File: src/rtl/skid_buffer_pkg.sv
// Shared types and constants for the two-entry skid buffer.
package skid_buffer_pkg;

   typedef enum logic [1:0] {
      StEmpty = 2'b00,
      StBusy  = 2'b01,
      StFull  = 2'b10
   } state_e;

   localparam int unsigned DefaultWidth = 32;

endpackage

File: src/rtl/skid_buffer_register.sv
// Enabled data register with synchronous active-high clear.
module register #(
   parameter int unsigned WIDTH = 32
) (
   input  logic             clk_i,
   input  logic             rst_i,
   input  logic             en_i,
   input  logic [WIDTH-1:0] d_i,
   output logic [WIDTH-1:0] q_o
);

   logic [WIDTH-1:0] data_q;

   always_ff @(posedge clk_i) begin
      if (rst_i) begin
         data_q <= '0;
      end else if (en_i) begin
         data_q <= d_i;
      end
   end

   assign q_o = data_q;

endmodule

File: src/rtl/skid_buffer.sv
// Two-entry valid/ready skid buffer; in_ready comes from registered state only so the
// upstream handshake never sees a combinational path from out_ready.
module skid_buffer
   import skid_buffer_pkg::*;
#(
   parameter int unsigned WIDTH = DefaultWidth
) (
   input  logic             clk,
   input  logic             reset,
   input  logic             in_valid,
   output logic             in_ready,
   input  logic [WIDTH-1:0] in_data,
   output logic             out_valid,
   input  logic             out_ready,
   output logic [WIDTH-1:0] out_data
);

   state_e           state_q, state_d;
   logic             in_fire, out_fire;
   logic             main_en, skid_en;
   logic [WIDTH-1:0] main_d, main_q, skid_q;

   assign in_fire  = in_valid & in_ready;
   assign out_fire = out_valid & out_ready;

   always_ff @(posedge clk) begin
      if (reset) begin
         state_q <= StEmpty;
      end else begin
         state_q <= state_d;
      end
   end

   always_comb begin
      state_d = state_q;
      case (state_q)
         StEmpty: if (in_fire) state_d = StBusy;
         StBusy: begin
            if (in_fire && !out_fire) begin
               state_d = StFull;
            end else if (!in_fire && out_fire) begin
               state_d = StEmpty;
            end
         end
         StFull:  if (out_fire) state_d = StBusy;
         default: state_d = StEmpty;
      endcase
   end

   always_comb begin
      in_ready  = 1'b0;
      out_valid = 1'b0;
      case (state_q)
         StEmpty: in_ready = 1'b1;
         StBusy: begin
            in_ready  = 1'b1;
            out_valid = 1'b1;
         end
         StFull:  out_valid = 1'b1;
         default: ;
      endcase
      // Handshakes are masked for the whole reset assertion, not just after the edge.
      if (reset) begin
         in_ready  = 1'b0;
         out_valid = 1'b0;
      end
   end

   assign main_en = ((state_q == StEmpty) & in_fire)
                  | ((state_q == StBusy) & in_fire & out_fire)
                  | ((state_q == StFull) & out_fire);
   assign skid_en = (state_q == StBusy) & in_fire & ~out_fire;
   assign main_d  = (state_q == StFull) ? skid_q : in_data;

   register #(
      .WIDTH(WIDTH)
   ) u_main (
      .clk_i(clk),
      .rst_i(reset),
      .en_i (main_en),
      .d_i  (main_d),
      .q_o  (main_q)
   );

   register #(
      .WIDTH(WIDTH)
   ) u_skid (
      .clk_i(clk),
      .rst_i(reset),
      .en_i (skid_en),
      .d_i  (in_data),
      .q_o  (skid_q)
   );

   assign out_data = main_q;

endmodule

File: config.mk
export PLATFORM = sky130hd
export DESIGN_NAME = skid_buffer
export DESIGN_NICKNAME = d
export VERILOG_FILES = /design/src/rtl/skid_buffer_pkg.sv /design/src/rtl/skid_buffer_register.sv /design/src/rtl/skid_buffer.sv
export SDC_FILE = /design/constraint.sdc
export NUM_CORES = 1
export LEC_CHECK = 0
export CORE_MARGIN = 1
export CORE_UTILIZATION = 40
export DETAILED_ROUTE_END_ITERATION = 10
export PLACE_DENSITY_LB_ADDON = 0.25
export SLEW_MARGIN = 20
export SYNTH_ARGS = -nofsm -noshare
export SYNTH_HDL_FRONTEND = slang
export SYNTH_SLANG_ARGS = --single-unit
File: constraint.sdc
create_clock -name clk -period 3.7 [get_ports clk]
set_input_delay 0.74 -clock clk [delete_from_list [all_inputs] [get_ports clk]]
set_output_delay 0.74 -clock clk [all_outputs]
set_load 0.02 [all_outputs]
# Word level (Yosys, flattened, before mapping)

Cells that the tools add are included.

Eq/ne operators: 5
Muxes and demuxes: 10
Bitwise logic cells: 10
Reduce and logical (&&, ||, !) cells: 8

Operator list:

| kind               | count |
|---|---|
| $mux 32            | 1 |
| $mux 2             | 4 |
| $and 1x1->1        | 7 |
| $pmux 2 s3         | 1 |
| $mux 1             | 4 |
| $ne 2x2->1 const B | 2 |
| $reduce_or 2->1    | 2 |
| $ne 3x3->1 const B | 1 |
| $reduce_and 3->1   | 1 |
| $eq 2x1->1 const B | 1 |
| $eq 2x2->1 const B | 1 |
| $logic_and 1x1->1  | 2 |
| $logic_not 1->1    | 2 |
| $logic_not 2->1    | 1 |
| $or 1x1->1         | 2 |
| $not 1->1          | 1 |

Register bits: 66
Input bits: 36
Word-level logic and storage cells: 36
Output and inout port bits: 34

# Depth between registers and ports, before layout

Gate-level depths: netlist of run 1.

Depth in word-level cells: 10
Depth in mapped cells: 9

# Modules after synthesis

Synthesis of run 1 repeated with hierarchy kept, for this count alone.

Cell total of the unflattened synthesis: 269
Area total of the unflattened synthesis: 2952.8 sq um

By module, submodules not included:

| module      | cells each | area each (sq um) | instances |
|---|---|---|---|
| register    | 103        | 1163.6            | 2 |
| skid_buffer | 63         | 625.6             | 1 |

# Least setup slack after synthesis of run 1

OpenSTA, ideal clock, no wires.

Path type: in2reg
From: input port reset
To: register state_q[0]
Cell stages on the path: 8
Path buffers: 2
Slack: 1.231 ns
Data required time: 3.580 ns
Arrival time: 2.349 ns
Cells stage by stage: buf_2 buf_1 nor2_1 and2_1 ha_1 and2_1 a221o_1 mux2i_1

Word-level cells in the longest chain between the ends: 6
Elaborated cells between the ends (all ways): 14
Those cells by class: eq/ne (3); mux (4); bitwise (2); reduce/logical (5)

Ends and longest elaborated chain:

| element                    | line              | source |
|---|---|---|
| start, declared            | skid_buffer.sv:9  | `input logic reset,` |
| $mux 1 (*)                 | skid_buffer.sv:63 | `if (reset) begin` |
| named net in_ready         | skid_buffer.sv:11 | `output logic in_ready,` |
| $and 1x1->1 (*)            | skid_buffer.sv:23 | `assign in_fire = in_valid & in_ready;` |
| $logic_not 1->1            | skid_buffer.sv:41 | `end else if (!in_fire && out_fire) begin` |
| $logic_and 1x1->1          | skid_buffer.sv:41 |  |
| $ne 3x3->1 (no line)       | n/a               |  |
| $reduce_and 3->1 (no line) | n/a               |  |
| end signal, assigned       | skid_buffer.sv:28 | `state_q <= StEmpty;` |
| end signal, assigned       | skid_buffer.sv:30 | `state_q <= state_d;` |
| end, declared              | skid_buffer.sv:18 | `state_e state_q, state_d;` |

Mark *: on every way through the listed nets, which the timed path passes. The rest lies on a longest branch.
A chain may end at the register's enable or synchronous reset.

# Final worst setup path of run 1

From: input port reset
To: output port in_ready

Word-level cells in the longest chain between the ends: 1

Ends and longest elaborated chain:

| element       | line |
|---|---|
| $mux 1        | skid_buffer.sv:63 |
| end, declared | skid_buffer.sv:11 |

Every way passes these cells.

==> results of run 1 <==
critical path, cell delays in order:
cell,delay [ps]
buf_4,460
nor2_1,160
clkdlybuf4s50_1,570
stage by stage:
step	util, %	hold slack (ps)
4_1_cts	53.2	476
3_3_place_gp	50.8	460
2_1_floorplan	-	454
3_5_place_dp	50.8	467
6_report	53.2	475
5_1_grt	53.2	492
flip-flops by register name (all words and copies together) (netlist names):
name and count:
state_q 2, u_main.q_o 32, u_skid.q_o 32
logic make-up (layout without fill, tap and decap cells):
group	after synthesis	count (layout)	share of synthesized area (%)
fa+ha+maj	5	5	1.97
compound gates	68	68	11.5
flops	66	66	41.7
buf+inv	33	93	4.86
simple gates	110	110	17.9
mux	66	66	22.1
layout by cell type, fill, tap and decap left out:
cell              n
a221o_1           1
a32o_1            1
and2_1            3
ha_1              4
clkbuf_1          2
o21ai_0          32
mux2_2           31
nor2_1           34
a21oi_1          32
mux2i_1          34
nand3_1          32
and3b_1           1
clkinv_2          2
mux2_1            1
buf_4             7
nand3b_1          3
nor2b_1          33
ha_2              1
buf_12            1
clkbuf_8         10
dfxtp_1          66
a21oi_4           1
nand2b_1          3
nand2_1           1
clkdlybuf4s50_1  68
inv_1             2
o21bai_1          1
bufinv_16         1
cell type report:
class / count / area share, %
Multi-Input combinational cell: 249 / 41.5
Timing Repair Buffer: 76 / 18.4
Clock buffer: 12 / 3.55
Sequential cell: 66 / 32.3
Inverter: 2 / 0.183
Tap cell: 102 / 3.12
Clock inverter: 3 / 0.979
final timing paths:
path	endpoint	slack, ps	cells after the start
hold / removal	u_skid.q_o[0]	470	2
setup / recovery	in_ready	1010	3
hold reg to reg	u_skid.q_o[0]	470	2
setup reg to reg	u_main.q_o[10]	1510	6
per-layer routing:
metal / vias to the layer above / part of all wire [%] / track usage [%] / wire length, µm
met5: - / 0 / 0 / 0
met2: 60 / 46 / 28.7 / 3320
met1: 1220 / 48 / 23.0 / 3490
li1: 1313 / - / - / -
met4: 0 / 1.3 / 6.35 / 97
met3: 9 / 4.7 / 3.43 / 344
power by group through the flow:
stage | registers, W | logic (W) | clock network (W)
after floorplan | 0.000937 | 0.000403 | 0
after global placement | 0.000870 | 0.000730 | 0
after detailed placement | 0.000869 | 0.000743 | 0
after CTS | 0.000854 | 0.000745 | 0.000596
after global routing | 0.000867 | 0.000793 | 0.000621
final | 0.000854 | 0.000737 | 0.000585
==> flow_metrics.py, run 1 <==
metrics = {
    "run_status": {
        "status": "complete, no violations",
    },
    "layout": {
        "finalNonFillerCells": 510,
        "fillers": 734,
        "area_growth_syn_to_layout_pct": 29.1,
        "final_nets": 445,
        "final_area_mm2": 0.00409,
        "drive_above_1_share_pct": 13.2,
        "insertedDiodeCount": 0,
        "multi_input_area_mm2": 0.00170,
        "regArea_mm2": 0.00132,
    },
    "placed_design": {
        "pre_cts_ws_ps": 1000,
        "gp_congestion": 0.724,
        "placedInstanceArea_mm2": 0.00391,
        "io_buffer_count": 69,
        "dp.cells": 495,
        "dp_hpwl_mm": 4.46,
    },
    "grt": {
        "antenna_found_initial": 0,
        "grt_max_degree": 62,
        "grt_pass1_vias": 2368,
        "grt_pass1_wl_mm": 11.7,
        "grt_usage_pct": 17.6,
        "overflow": 0,
    },
    "timing": {
        "fin_skew_ps": 9.85,
        "finalHoldViolCount": 0,
        "period_share_pct": 72.6,
        "finalMaxSlewViolations": 0,
        "fin_ws_ps": 1010,
        "layout_min_cycle_time_ps": 2690,
        "setup_violations": 0,
        "tns_ps": 0,
        "slew-limit-headroom_pct": 43.6,
        "worst_slew_pin_slew_ps": 845,
        "rsz0062_at_grt": "no",
        "fmaxAchievable_mhz": 372,
    },
    "pwr": {
        "peakVddDrop_v": 0.000250,
        "p_sw_share_pct": 31.8,
        "p_int_w": 0.00148,
        "power.density_mw_per_mm2": 532,
        "switchingPower_w": 0.000692,
        "p_leak_nw": 1.46,
        "power.share.combinational_pct": 33.9,
        "pwr-share-clk_pct": 26.9,
        "pwr-share-seq_pct": 39.2,
        "total_power_w": 0.00218,
    },
    "clock_tree": {
        "cts_max_path_buffers": 2,
        "clock-sinks": 66,
        "cts.repair.resized": 0,
        "cts_made_buffers": 9,
        "cts_htree_levels": 3,
        "postCtsHoldBufs": 0,
        "postCtsSetupBuffers": 0,
        "cts_tree": "built",
        "clock_latency_ps": 340,
        "root_buffer": "clkbuf_8",
        "clkTransAtPathRegs_ps": 60,
    },
    "floorplan": {
        "die_area_mm2": 0.00828,
        "die-width_um": 91.0,
        "core-area_mm2": 0.00769,
        "ioPinCount": 70,
        "die_h_um": 91.0,
        "rows": 32,
        "initial_core_util_pct": 41.2,
    },
    "drt": {
        "totalWireLength_mm": 7.25,
        "wl_per_cell_um": 14.2,
        "drtPass1Iterations": 4,
        "drc_errors": 0,
        "final_antenna_net_count": 0,
        "initialDrtViolationCount": 98,
        "vias": 2602,
        "viasPerCell": 5.10,
    },
    "synthesis": {
        "netlist_area_mm2": 0.00317,
        "synthesis.nets": 389,
        "async_flop_share_pct": 0,
        "synth_common_cells": "dfxtp_1, mux2i_1, nor2_1",
        "synth_cells": 348,
        "synth-edff-count": 0,
        "post-synth-top-area-fraction_pct": 41.7,
        "synth_ff_type": "dfxtp_1",
        "synth.ff_latch_count": 66,
        "synth_top_area_cell": "dfxtp_1",
        "synthMostInstantiatedCell": "dfxtp_1",
        "synth.area.top_cells": "dfxtp_1, mux2_2, mux2i_1",
        "avgSynthCellArea_um2": 9.11,
        "synth_warnings": 0,
        "synthDistinctLibCells": 25,
        "synth-seq-area-share_pct": 41.7,
    },
    "min_path": {
        "hp-class": "reg -> reg",
        "hold_start": "u_skid.q_o[0]",
    },
    "job": {
        "cap_violations": 0,
    },
    "critical_path": {
        "cp-startpoint": "reset",
        "cp.required_ps": 2960,
        "critPathLaunchType": "primary input",
        "r2r-start": "state_q[0]",
        "crit_arrival_ps": 1950,
        "cp-end-kind": "primary output",
        "worstSetupPathType": "in -> out",
        "path_max_fanout": 61,
    },
}
Power figures use the tool's default switching activity.
==> run 2, diff against run 1 <==
- clock period: 3.7 -> 2.4 ns (I/O delays scaled with it)
==> run 2 against run 1 <==
Design area rose by 1.7%. Final cell count up 0.78%. Clock-buffer cell count up 3. Die area did not move. Sequential share of layout area shrank 0.52 points. Register-to-register slack got worse by 1100 ps. Worst hold slack got worse by 40 ps. Largest power group unchanged.
==> flow_metrics.py, run 2 (synthesized netlist as in run 1, its figures left out) <==
metrics = {
    "floorplan": {
        "rows": 32,
        "die_h_um": 91.0,
        "initial_core_util_pct": 41.2,
        "core-area_mm2": 0.00769,
        "die_area_mm2": 0.00828,
        "die-width_um": 91.0,
        "ioPinCount": 70,
    },
    "grt": {
        "grt_pass1_wl_mm": 12.0,
        "grt_busiest_layer": "met2",
        "grtUsageMet2_pct": 30.7,
        "use_met3_pct": 5.86,
        "overflow": 0,
        "grt_max_degree": 51,
        "antenna_found_initial": 0,
        "grt_usage_pct": 18.3,
        "grt_pass1_vias": 2476,
        "met1_usage_pct": 22.7,
    },
    "critical_path": {
        "path_max_fanout": 5,
        "rr_endpoint": "state_q[1]",
        "rr_worst_depth": 9,
        "worstSetupPathType": "reg -> out",
        "cp-end-kind": "primary output",
        "worst_path_largest_cell_delay_ps": 400,
        "slowest_stage": "dfxtp_1",
        "crit_arrival_ps": 1620,
        "crit_family": "buffers and inverters",
        "critPathLaunchType": "flop",
        "path_buf_inv": 2,
        "reg2reg_slack_ps": 390,
        "crit_chain": "inv_1 -> ha_1 -> nor2b_1 -> dlygate4sd2_1",
        "cp.required_ps": 1920,
        "r2r-start": "state_q[0]",
    },
    "layout": {
        "drive_above_1_share_pct": 14.1,
        "area_growth_syn_to_layout_pct": 31.2,
        "final_nets": 448,
        "final_util_pct": 54.1,
        "insertedDiodeCount": 0,
        "final_cell_mix": "clkdlybuf4s50_1, dfxtp_1, nor2_1, mux2i_1, nor2b_1",
    },
    "drt": {
        "totalWireLength_mm": 7.19,
        "drc_errors": 0,
        "wl_per_cell_um": 14.0,
        "viasPerCell": 5.07,
        "drtPass1Iterations": 7,
        "vias": 2608,
        "final_antenna_net_count": 0,
        "initialDrtViolationCount": 130,
    },
    "placed_design": {
        "dp_hpwl_mm": 4.38,
        "io_buffer_count": 69,
        "gp_congestion": 0.704,
    },
    "timing": {
        "finalMaxSlewViolations": 0,
        "period_share_pct": 87.6,
        "tns_ps": 0,
        "slew-limit-headroom_pct": 67.9,
        "fin_skew_ps": 6.55,
        "worst_slew_pin_slew_ps": 481,
        "finalHoldViolCount": 0,
        "rsz0062_at_grt": "no",
        "fmaxAchievable_mhz": 476,
        "holdWs_ps": 435,
        "layout_min_cycle_time_ps": 2100,
        "setup_violations": 0,
    },
    "min_path": {
        "hold_start": "reset",
        "hp-class": "in -> reg",
        "hold_path_end": "u_skid.q_o[9]",
        "hold_depth": 2,
    },
    "clock_tree": {
        "cts_htree_levels": 3,
        "clkTransAtPathRegs_ps": 70,
        "cts_max_path_buffers": 2,
        "clock-sinks": 66,
        "cts_made_buffers": 9,
        "clock_latency_ps": 340,
        "root_buffer": "clkbuf_8",
        "cts_tree": "built",
    },
    "pwr": {
        "peakVddDrop_v": 0.000379,
        "power.density_mw_per_mm2": 835,
        "p_leak_nw": 1.51,
    },
    "job": {
        "cap_violations": 0,
    },
    "run_status": {
        "status": "complete, no violations",
    },
}
-- run 2: cell type report --
type                       instances  area (µm²)
clock buffer                      15         186
timing repair buffer              79         790
tap                              102         128
fill                             715        3530
multi-input combinational        249        1700
inverter                           2        7.51
sequential                        66        1320
clock inverter                     1        30.0
-- run 2: where the power goes --
group | switching, W | internal [W] | leakage [nW] | total, W
combinational | 0.000598 | 0.000561 | 0.865 | 0.00116
sequential | 0.0000709 | 0.00124 | 0.538 | 0.00131
clock | 0.000405 | 0.000595 | 0.110 | 0.00100
-- run 2: what timing repair did --
item                                    4_1_cts  5_1_grt
hold buffers                                  0        0
gates resized for setup                       1        1
setup buffers                                 0        0
hold endpoints to repair                      0        0
endpoints found under the setup margin        1        1
-- run 2: worst max-delay path by stage --
| stage | startpoint | end | slack (ps) | cells after the start |
|---|---|---|---|---|
| floorplan | reset | state_q[0] | 190 | 8 |
| global placement | in_valid | state_q[0] | 290 | 6 |
| detailed placement | in_valid | state_q[1] | 280 | 6 |
| CTS | state_q[0] | in_ready | 80 | 5 |
| global route | state_q[1] | out_valid | 150 | 4 |
| finish | state_q[1] | out_valid | 300 | 4 |
-- run 2: stage by stage --
step	power, W	setup slack [ps]	instances	area, µm²
floorplan	0.00207	191	348	3170
global placement	0.00249	291	498	3940
detailed placement	0.00251	275	498	3940
CTS	0.00352	81.5	514	4160
global route	0.00366	153	514	4160
finish	0.00347	298	514	4160
-- run 2: per-layer routing --
metal / vias to the layer above / wire, µm
met2: 70 / 3400
met4: 0 / 31
met3: 5 / 417
li1: 1319 / -
met1: 1214 / 3340
met5: - / 0
